--- src/rtl/knight_sprite_addr_gen_if.sv ---
// rtl/knight_sprite_addr_gen_if.sv - attack handshake and sprite ROM address bundle for the knight sprite
interface knight_sprite_addr_gen_if #(
    parameter int ADDR_W = 14
);
    logic              attack_req;
    logic              attack_ack;
    logic              attack_busy;
    logic [ADDR_W-1:0] rom_address;
    logic              sprite_on;
    logic [1:0]        frame_idx;

    modport master (
        output attack_req,
        input  attack_ack,
        input  attack_busy,
        input  rom_address,
        input  sprite_on,
        input  frame_idx
    );

    modport slave (
        input  attack_req,
        output attack_ack,
        output attack_busy,
        output rom_address,
        output sprite_on,
        output frame_idx
    );
endinterface

--- src/rtl/knight_sprite_addr_gen.sv ---
// rtl/knight_sprite_addr_gen.sv - knight sprite ROM addressing with attack animation FSM
// Optional macro KNIGHT_MIRROR_EN enables horizontal mirroring from facing_left.
module knight_sprite_addr_gen #(
    parameter int SPRITE_W   = 50,
    parameter int SPRITE_H   = 64,
    parameter int FRAMES     = 3,
    parameter int FRAME_HOLD = 4,
    parameter int COOLDOWN   = 8,
    parameter int ADDR_W     = 14
) (
    input  logic       vga_clk,
    input  logic       reset_n,
    input  logic [9:0] DrawX,
    input  logic [9:0] DrawY,
    input  logic       vs,
    input  logic [9:0] knight_x,
    input  logic [9:0] knight_y,
    input  logic       facing_left,
    knight_sprite_addr_gen_if.slave bus
);
    localparam int          FRAME_SIZE = SPRITE_W * SPRITE_H;
    localparam logic [15:0] HOLD_LAST  = 16'(FRAME_HOLD - 1);
    localparam logic [15:0] COOL_LAST  = 16'(COOLDOWN - 1);
    localparam logic [1:0]  FRAME_LAST = 2'(FRAMES - 1);

    typedef enum logic [1:0] {
        S_IDLE,
        S_ATTACK,
        S_COOLDOWN
    } state_t;

    state_t      state, state_n;
    logic [15:0] hold_cnt, hold_cnt_n;
    logic [15:0] cool_cnt, cool_cnt_n;
    logic [1:0]  frame_idx, frame_n;
    logic        ack, ack_n;

    logic        vs_q;
    logic        frame_tick;
    logic [9:0]  x_lat, y_lat;

    logic [10:0]       dx, dy, col;
    logic              in_box;
    logic [ADDR_W-1:0] addr_n;

    // Position is sampled once per video frame so the sprite never tears mid-scan.
    always_ff @(posedge vga_clk) begin
        if (!reset_n) begin
            vs_q       <= 1'b1;
            frame_tick <= 1'b0;
            x_lat      <= '0;
            y_lat      <= '0;
        end else begin
            vs_q       <= vs;
            frame_tick <= vs & ~vs_q;
            if (frame_tick) begin
                x_lat <= knight_x;
                y_lat <= knight_y;
            end
        end
    end

`ifdef KNIGHT_MIRROR_EN
    logic face_lat;

    always_ff @(posedge vga_clk) begin
        if (!reset_n) begin
            face_lat <= 1'b0;
        end else if (frame_tick) begin
            face_lat <= facing_left;
        end
    end

    assign col = face_lat ? (11'(SPRITE_W - 1) - dx) : dx;
`else
    logic unused_facing;
    assign unused_facing = facing_left;
    assign col = dx;
`endif

    // Pixels left of/above the box wrap to large unsigned values and fail the compare.
    always_comb begin
        dx     = {1'b0, DrawX} - {1'b0, x_lat};
        dy     = {1'b0, DrawY} - {1'b0, y_lat};
        in_box = (dx < 11'(SPRITE_W)) && (dy < 11'(SPRITE_H));
        addr_n = ADDR_W'(frame_idx) * ADDR_W'(FRAME_SIZE)
               + ADDR_W'(dy) * ADDR_W'(SPRITE_W)
               + ADDR_W'(col);
    end

    always_ff @(posedge vga_clk) begin
        if (!reset_n) begin
            bus.sprite_on   <= 1'b0;
            bus.rom_address <= '0;
        end else begin
            bus.sprite_on   <= in_box;
            bus.rom_address <= in_box ? addr_n : '0;
        end
    end

    always_ff @(posedge vga_clk) begin
        if (!reset_n) begin
            state     <= S_IDLE;
            hold_cnt  <= '0;
            cool_cnt  <= '0;
            frame_idx <= '0;
            ack       <= 1'b0;
        end else begin
            state     <= state_n;
            hold_cnt  <= hold_cnt_n;
            cool_cnt  <= cool_cnt_n;
            frame_idx <= frame_n;
            ack       <= ack_n;
        end
    end

    // A tick coinciding with acceptance is deliberately not counted: IDLE ignores it.
    always_comb begin
        state_n    = state;
        hold_cnt_n = hold_cnt;
        cool_cnt_n = cool_cnt;
        frame_n    = frame_idx;
        ack_n      = 1'b0;
        case (state)
            S_IDLE: begin
                if (bus.attack_req) begin
                    state_n    = S_ATTACK;
                    ack_n      = 1'b1;
                    frame_n    = '0;
                    hold_cnt_n = '0;
                end
            end
            S_ATTACK: begin
                if (frame_tick) begin
                    if (hold_cnt == HOLD_LAST) begin
                        hold_cnt_n = '0;
                        if (frame_idx == FRAME_LAST) begin
                            state_n    = S_COOLDOWN;
                            frame_n    = '0;
                            cool_cnt_n = '0;
                        end else begin
                            frame_n = frame_idx + 2'd1;
                        end
                    end else begin
                        hold_cnt_n = hold_cnt + 16'd1;
                    end
                end
            end
            S_COOLDOWN: begin
                if (frame_tick) begin
                    if (cool_cnt == COOL_LAST) begin
                        state_n    = S_IDLE;
                        cool_cnt_n = '0;
                    end else begin
                        cool_cnt_n = cool_cnt + 16'd1;
                    end
                end
            end
            default: state_n = S_IDLE;
        endcase
    end

    assign bus.attack_ack  = ack;
    assign bus.attack_busy = (state != S_IDLE);
    assign bus.frame_idx   = frame_idx;
endmodule

--- src/flat_wrapper.sv ---
// flat-port wrapper written by rule: the top's interface ports become plain ports
module knight_sprite_addr_gen_flat 
#(
    parameter int SPRITE_W   = 50,
    parameter int SPRITE_H   = 64,
    parameter int FRAMES     = 3,
    parameter int FRAME_HOLD = 4,
    parameter int COOLDOWN   = 8,
    parameter int ADDR_W     = 14
)
  (vga_clk, reset_n, DrawX, DrawY, vs, knight_x, knight_y, facing_left, bus_attack_req, bus_attack_ack, bus_attack_busy, bus_rom_address, bus_sprite_on, bus_frame_idx);
  knight_sprite_addr_gen_if #(.ADDR_W(ADDR_W)) bus_i ();
  input  logic vga_clk;
  input  logic reset_n;
  input  logic [9:0] DrawX;
  input  logic [9:0] DrawY;
  input  logic vs;
  input  logic [9:0] knight_x;
  input  logic [9:0] knight_y;
  input  logic facing_left;
  input wire logic [$bits(bus_i.attack_req)-1:0] bus_attack_req;
  output wire logic [$bits(bus_i.attack_ack)-1:0] bus_attack_ack;
  output wire logic [$bits(bus_i.attack_busy)-1:0] bus_attack_busy;
  output wire logic [$bits(bus_i.rom_address)-1:0] bus_rom_address;
  output wire logic [$bits(bus_i.sprite_on)-1:0] bus_sprite_on;
  output wire logic [$bits(bus_i.frame_idx)-1:0] bus_frame_idx;
  assign bus_i.attack_req = bus_attack_req;
  assign bus_attack_ack = bus_i.attack_ack;
  assign bus_attack_busy = bus_i.attack_busy;
  assign bus_rom_address = bus_i.rom_address;
  assign bus_sprite_on = bus_i.sprite_on;
  assign bus_frame_idx = bus_i.frame_idx;
  knight_sprite_addr_gen #(.SPRITE_W(SPRITE_W), .SPRITE_H(SPRITE_H), .FRAMES(FRAMES), .FRAME_HOLD(FRAME_HOLD), .COOLDOWN(COOLDOWN), .ADDR_W(ADDR_W)) u_core (.vga_clk(vga_clk), .reset_n(reset_n), .DrawX(DrawX), .DrawY(DrawY), .vs(vs), .knight_x(knight_x), .knight_y(knight_y), .facing_left(facing_left), .bus(bus_i));
endmodule
--- config.mk ---
export PLATFORM = sky130hd
export DESIGN_NAME = knight_sprite_addr_gen_flat
export DESIGN_NICKNAME = d
export VERILOG_FILES = /design/src/rtl/knight_sprite_addr_gen_if.sv /design/src/rtl/knight_sprite_addr_gen.sv /design/src/flat_wrapper.sv
export SDC_FILE = /design/constraint.sdc
export NUM_CORES = 1
export LEC_CHECK = 0
export ABC_CLOCK_PERIOD_IN_PS = 7300
export CAP_MARGIN = 20
export CORE_ASPECT_RATIO = 0.7
export CORE_MARGIN = 2
export CORE_UTILIZATION = 35
export CTS_CLUSTER_SIZE = 40
export DETAILED_ROUTE_END_ITERATION = 7
export PLACE_DENSITY = 0.55
export SLEW_MARGIN = 5
export SYNTH_ARGS = -nofsm -noshare
export SYNTH_HDL_FRONTEND = slang
export SYNTH_SLANG_ARGS = --single-unit
--- constraint.sdc ---
create_clock -name vga_clk -period 7.3 [get_ports vga_clk]
set_clock_uncertainty 0.2 [all_clocks]
set_input_delay 1.46 -clock vga_clk [delete_from_list [all_inputs] [get_ports vga_clk]]
set_output_delay 1.46 -clock vga_clk [all_outputs]
set_load 0.02 [all_outputs]
==> impl_metrics.tcl <==
set metrics [dict create \
    status "completed" \
    start_util 0.363 \
    overflow 0 \
    r2r_start "u_core.y_lat[1]" \
    place_ws_ns 0.0969 \
    required_ns 7.31 \
    layout_setup_ws_ns 0.424 \
    busiest_layer "met1" \
    swShare 0.388 \
    core_sq_mm 0.0149 \
    grt_pass1_vias 4349 \
    worstHoldStart "u_core.vs_q" \
    cts_resized 0 \
    die_area_sq_mm 0.0165 \
    ys_seq_area_frac 0.274 \
    wl_per_cell_microns 14.3 \
    die_w_microns 153 \
    dominantRegCellSynth "dfxtp_1" \
    insertion_delay_ns 0.34 \
    end_kind "flip-flop" \
    finalCritPeriodShare 0.942 \
    cts_setup_buffers 0 \
    cts-root-buf "clkbuf_16" \
    synth-simple-area-share 0.206 \
    grt_use_met2 0.233 \
    port_buffers 62 \
    cp_max_fo 4 \
    grt_pass1_wl_microns 20900 \
    start_kind "input pin" \
    met1_usage 0.233 \
    arrival_ns 6.89 \
    hold_path_end "u_core.frame_tick" \
    rsz0062_at_grt "no" \
    max_cap_viol_count 0 \
    synth_compound_area_frac 0.134 \
    syn_avg_cell_area_sq_um 8.80 \
    hold_viol 0 \
    slew_headroom 0.384 \
    dr.first_iter.drc_count 249 \
    timing.fmax_mhz 145 \
    syn_nets 747 \
    yosys.area_share.adder 0.218 \
    fin_util 0.443 \
    ys_ff_latch 74 \
    cts_tree "done" \
    synth_top_family_by_area "adder cells" \
    timing.hold.ws_ns 0.187 \
    slew_violations 0 \
    worstSetupPathType "in -> reg" \
    ios 64 \
    cts_sinks 74 \
    post-dp-hpwl_microns 10200 \
    area_growth_pct 22.0 \
    power_uw 2050 \
    p_per_area_mw_per_mm2 310 \
    num_rows 37 \
    vias 4357 \
    first_pass_iters 5 \
    grt_use_met3 0.0297 \
    antenna_found_initial 0 \
    synthesis.area_sq_mm 0.00541 \
    synthDistinctLibCells 60 \
    clk_pin_slew_worst_paths_ns 0.06 \
    worstMarginPinSlew_ns 0.911 \
    track_usage 0.157 \
    vdd_ir_drop_max_v 0.000208 \
    via_per_inst 4.96 \
    fillers 1450 \
    p_comb_frac 0.541 \
    p_leak_uw 0.00264 \
    seq_power_share 0.204 \
    antenna_cells 0 \
    cts_hold_buf 0 \
    drc_errors 0 \
    ys_async_sr_fraction 0 \
    hp-class "reg -> reg" \
    die_h_microns 108 \
    gp_congestion 0.807 \
    synth_mux_area_frac 0.0428 \
    cts_made_buffers 9 \
    synth_edf_count 0 \
    wirelength_microns 12600 \
    htreeDepth 3 \
    fin_crit_ns 6.88 \
    finalSetupViolCount 0 \
    ant_nets 0 \
    internal-power_uw 1250 \
    drive_gt1_frac 0.0570 \
    r2r_setup_slack_ns 1.68 \
    synth_xor_area_frac 0.0777 \
    tns_ns 0 \
    p_clk_frac 0.255 \
    rr_endpoint "u_core.bus.rom_address[13]" \
    reg2regPathDepth 22 \
    grt_max_degree 38 \
    nets 811 \
    hold_depth 1 \
    postSynthCellCount 615 \
    p_sw_uw 795 \
    cts_max_path_buffers 2 \
    yosysWarningCount 0 \
]
-- metrics by stage --
stage / cell area (sq um) / cells
3_5_place_dp: 6250 / 863
5_1_grt: 6600 / 879
6_report: 6600 / 879
2_1_floorplan: 5410 / 615
4_1_cts: 6600 / 879
3_3_place_gp: 6250 / 863
-- synthesized netlist by cell type (all sizes together), types with 2 or more instances --
cell type,count,area share
a211o,2,0.0032
a21boi,6,0.0083
a21o,10,0.014
a21oi,28,0.026
a221oi,2,0.0032
a31oi,2,0.0023
a41oi,2,0.0032
and2,4,0.0046
and3,6,0.0069
and4,3,0.0053
buf,4,0.0044
clkbuf,9,0.0062
dfxtp,74,0.27
fa,12,0.044
ha,75,0.17
inv,54,0.037
mux2i,22,0.041
nand2,35,0.024
nand2b,5,0.0058
nand3,15,0.014
nand4,11,0.014
nor2,55,0.043
nor2b,34,0.039
nor3,13,0.012
nor4,4,0.0046
nor4b,3,0.0060
o211ai,3,0.0042
o21a,14,0.019
o21ai,18,0.017
o21bai,2,0.0028
o22ai,2,0.0023
o311ai,2,0.0032
o31a,6,0.0097
o31ai,2,0.0028
or2,2,0.0023
or3,10,0.012
or3b,2,0.0032
or4,3,0.0042
xnor2,21,0.034
xor2,27,0.044
-- logic make-up after synthesis --
logic type | Yosys count
simple gates | 208
fa+ha+maj | 87
xor+xnor | 48
buf+inv | 67
compound gates | 108
mux | 23
flops | 74
-- routing by layer --
metal,share of wire,wire length [microns]
met1,0.56,7070
met2,0.39,4890
met3,0.040,502
met4,0.0089,112
met5,0,0
-- state kept, by name, summed over array words and instances (netlist names) --
name,cells
u_core.bus.frame_idx,2
u_core.frame_tick,1
u_core.bus.attack_ack,1
u_core.bus.sprite_on,1
u_core.hold_cnt,16
u_core.cool_cnt,16
u_core.x_lat,10
u_core.bus.rom_address,14
u_core.state,2
u_core.y_lat,10
u_core.vs_q,1
-- cells in the final DEF (no fill, tap or decap), types with 3 or more instances in the layout --
cell type / count
a21boi_0: 4
a21o_1: 10
a21oi_1: 28
and2_1: 4
and3_1: 6
buf_4: 4
bufinv_16: 3
clkbuf_16: 9
clkdlybuf4s50_1: 62
dfxtp_1: 74
fa_1: 12
ha_1: 75
inv_1: 53
mux2i_1: 22
nand2_1: 35
nand2b_1: 5
nand3_1: 15
nand4_1: 10
nor2_1: 45
nor2_2: 10
nor2b_1: 34
nor3_1: 13
nor4_1: 4
o211ai_1: 3
o21a_1: 14
o21ai_0: 18
o31a_1: 6
or3_1: 10
or4_1: 3
xnor2_1: 21
xor2_1: 27
-- power groups by stage --
stage / logic [uW] / registers (uW) / clock network [uW]
finish: 1110 / 418 / 522
global route: 1230 / 419 / 552
CTS: 1100 / 418 / 534
detailed placement: 1080 / 427 / 0
global placement: 1080 / 427 / 0
floorplan: 864 / 425 / 0
-- worst max path at each step --
| stage | start | endpoint | cells past startpoint |
|---|---|---|---|
| 2_1_floorplan | DrawY[2] | u_core.bus.rom_address[13] | 18 |
| 3_3_place_gp | DrawY[0] | u_core.bus.rom_address[13] | 26 |
| 3_5_place_dp | DrawY[0] | u_core.bus.rom_address[13] | 26 |
| 4_1_cts | DrawY[0] | u_core.bus.rom_address[13] | 26 |
| 5_1_grt | DrawY[0] | u_core.bus.rom_address[13] | 26 |
| 6_report | DrawY[0] | u_core.bus.rom_address[13] | 26 |
-- final cells by class --
type / instances / area, sq um / share of cell area
multi-input cells: 474 / 3670 / 0.556
flip-flops and latches: 74 / 1480 / 0.224
repair buffers: 66 / 651 / 0.0986
well taps: 195 / 244 / 0.0370
clock buffers: 10 / 239 / 0.0362
inverters: 54 / 203 / 0.0307
clock inverters: 6 / 113 / 0.0171
-- worst max-delay path: stages --
cell and delay (ns):
clkdlybuf4s50_1 0.45, inv_1 0.04, ha_1 0.21, fa_1 0.41, nor2b_1 0.16, o21ai_0 0.09
a21oi_1 0.31, ha_1 0.31, ha_1 0.28, inv_1 0.05, fa_1 0.54, inv_1 0.04
ha_1 0.34, inv_1 0.06, o21bai_1 0.14, a21oi_1 0.11, o21ai_0 0.22, xor2_1 0.22
ha_1 0.19, xor2_1 0.27, xnor2_1 0.18, xnor2_1 0.16, xnor2_1 0.10, xnor2_1 0.31
xnor2_1 0.19, nor2_2 0.04
Power figures use the tool's default switching activity.
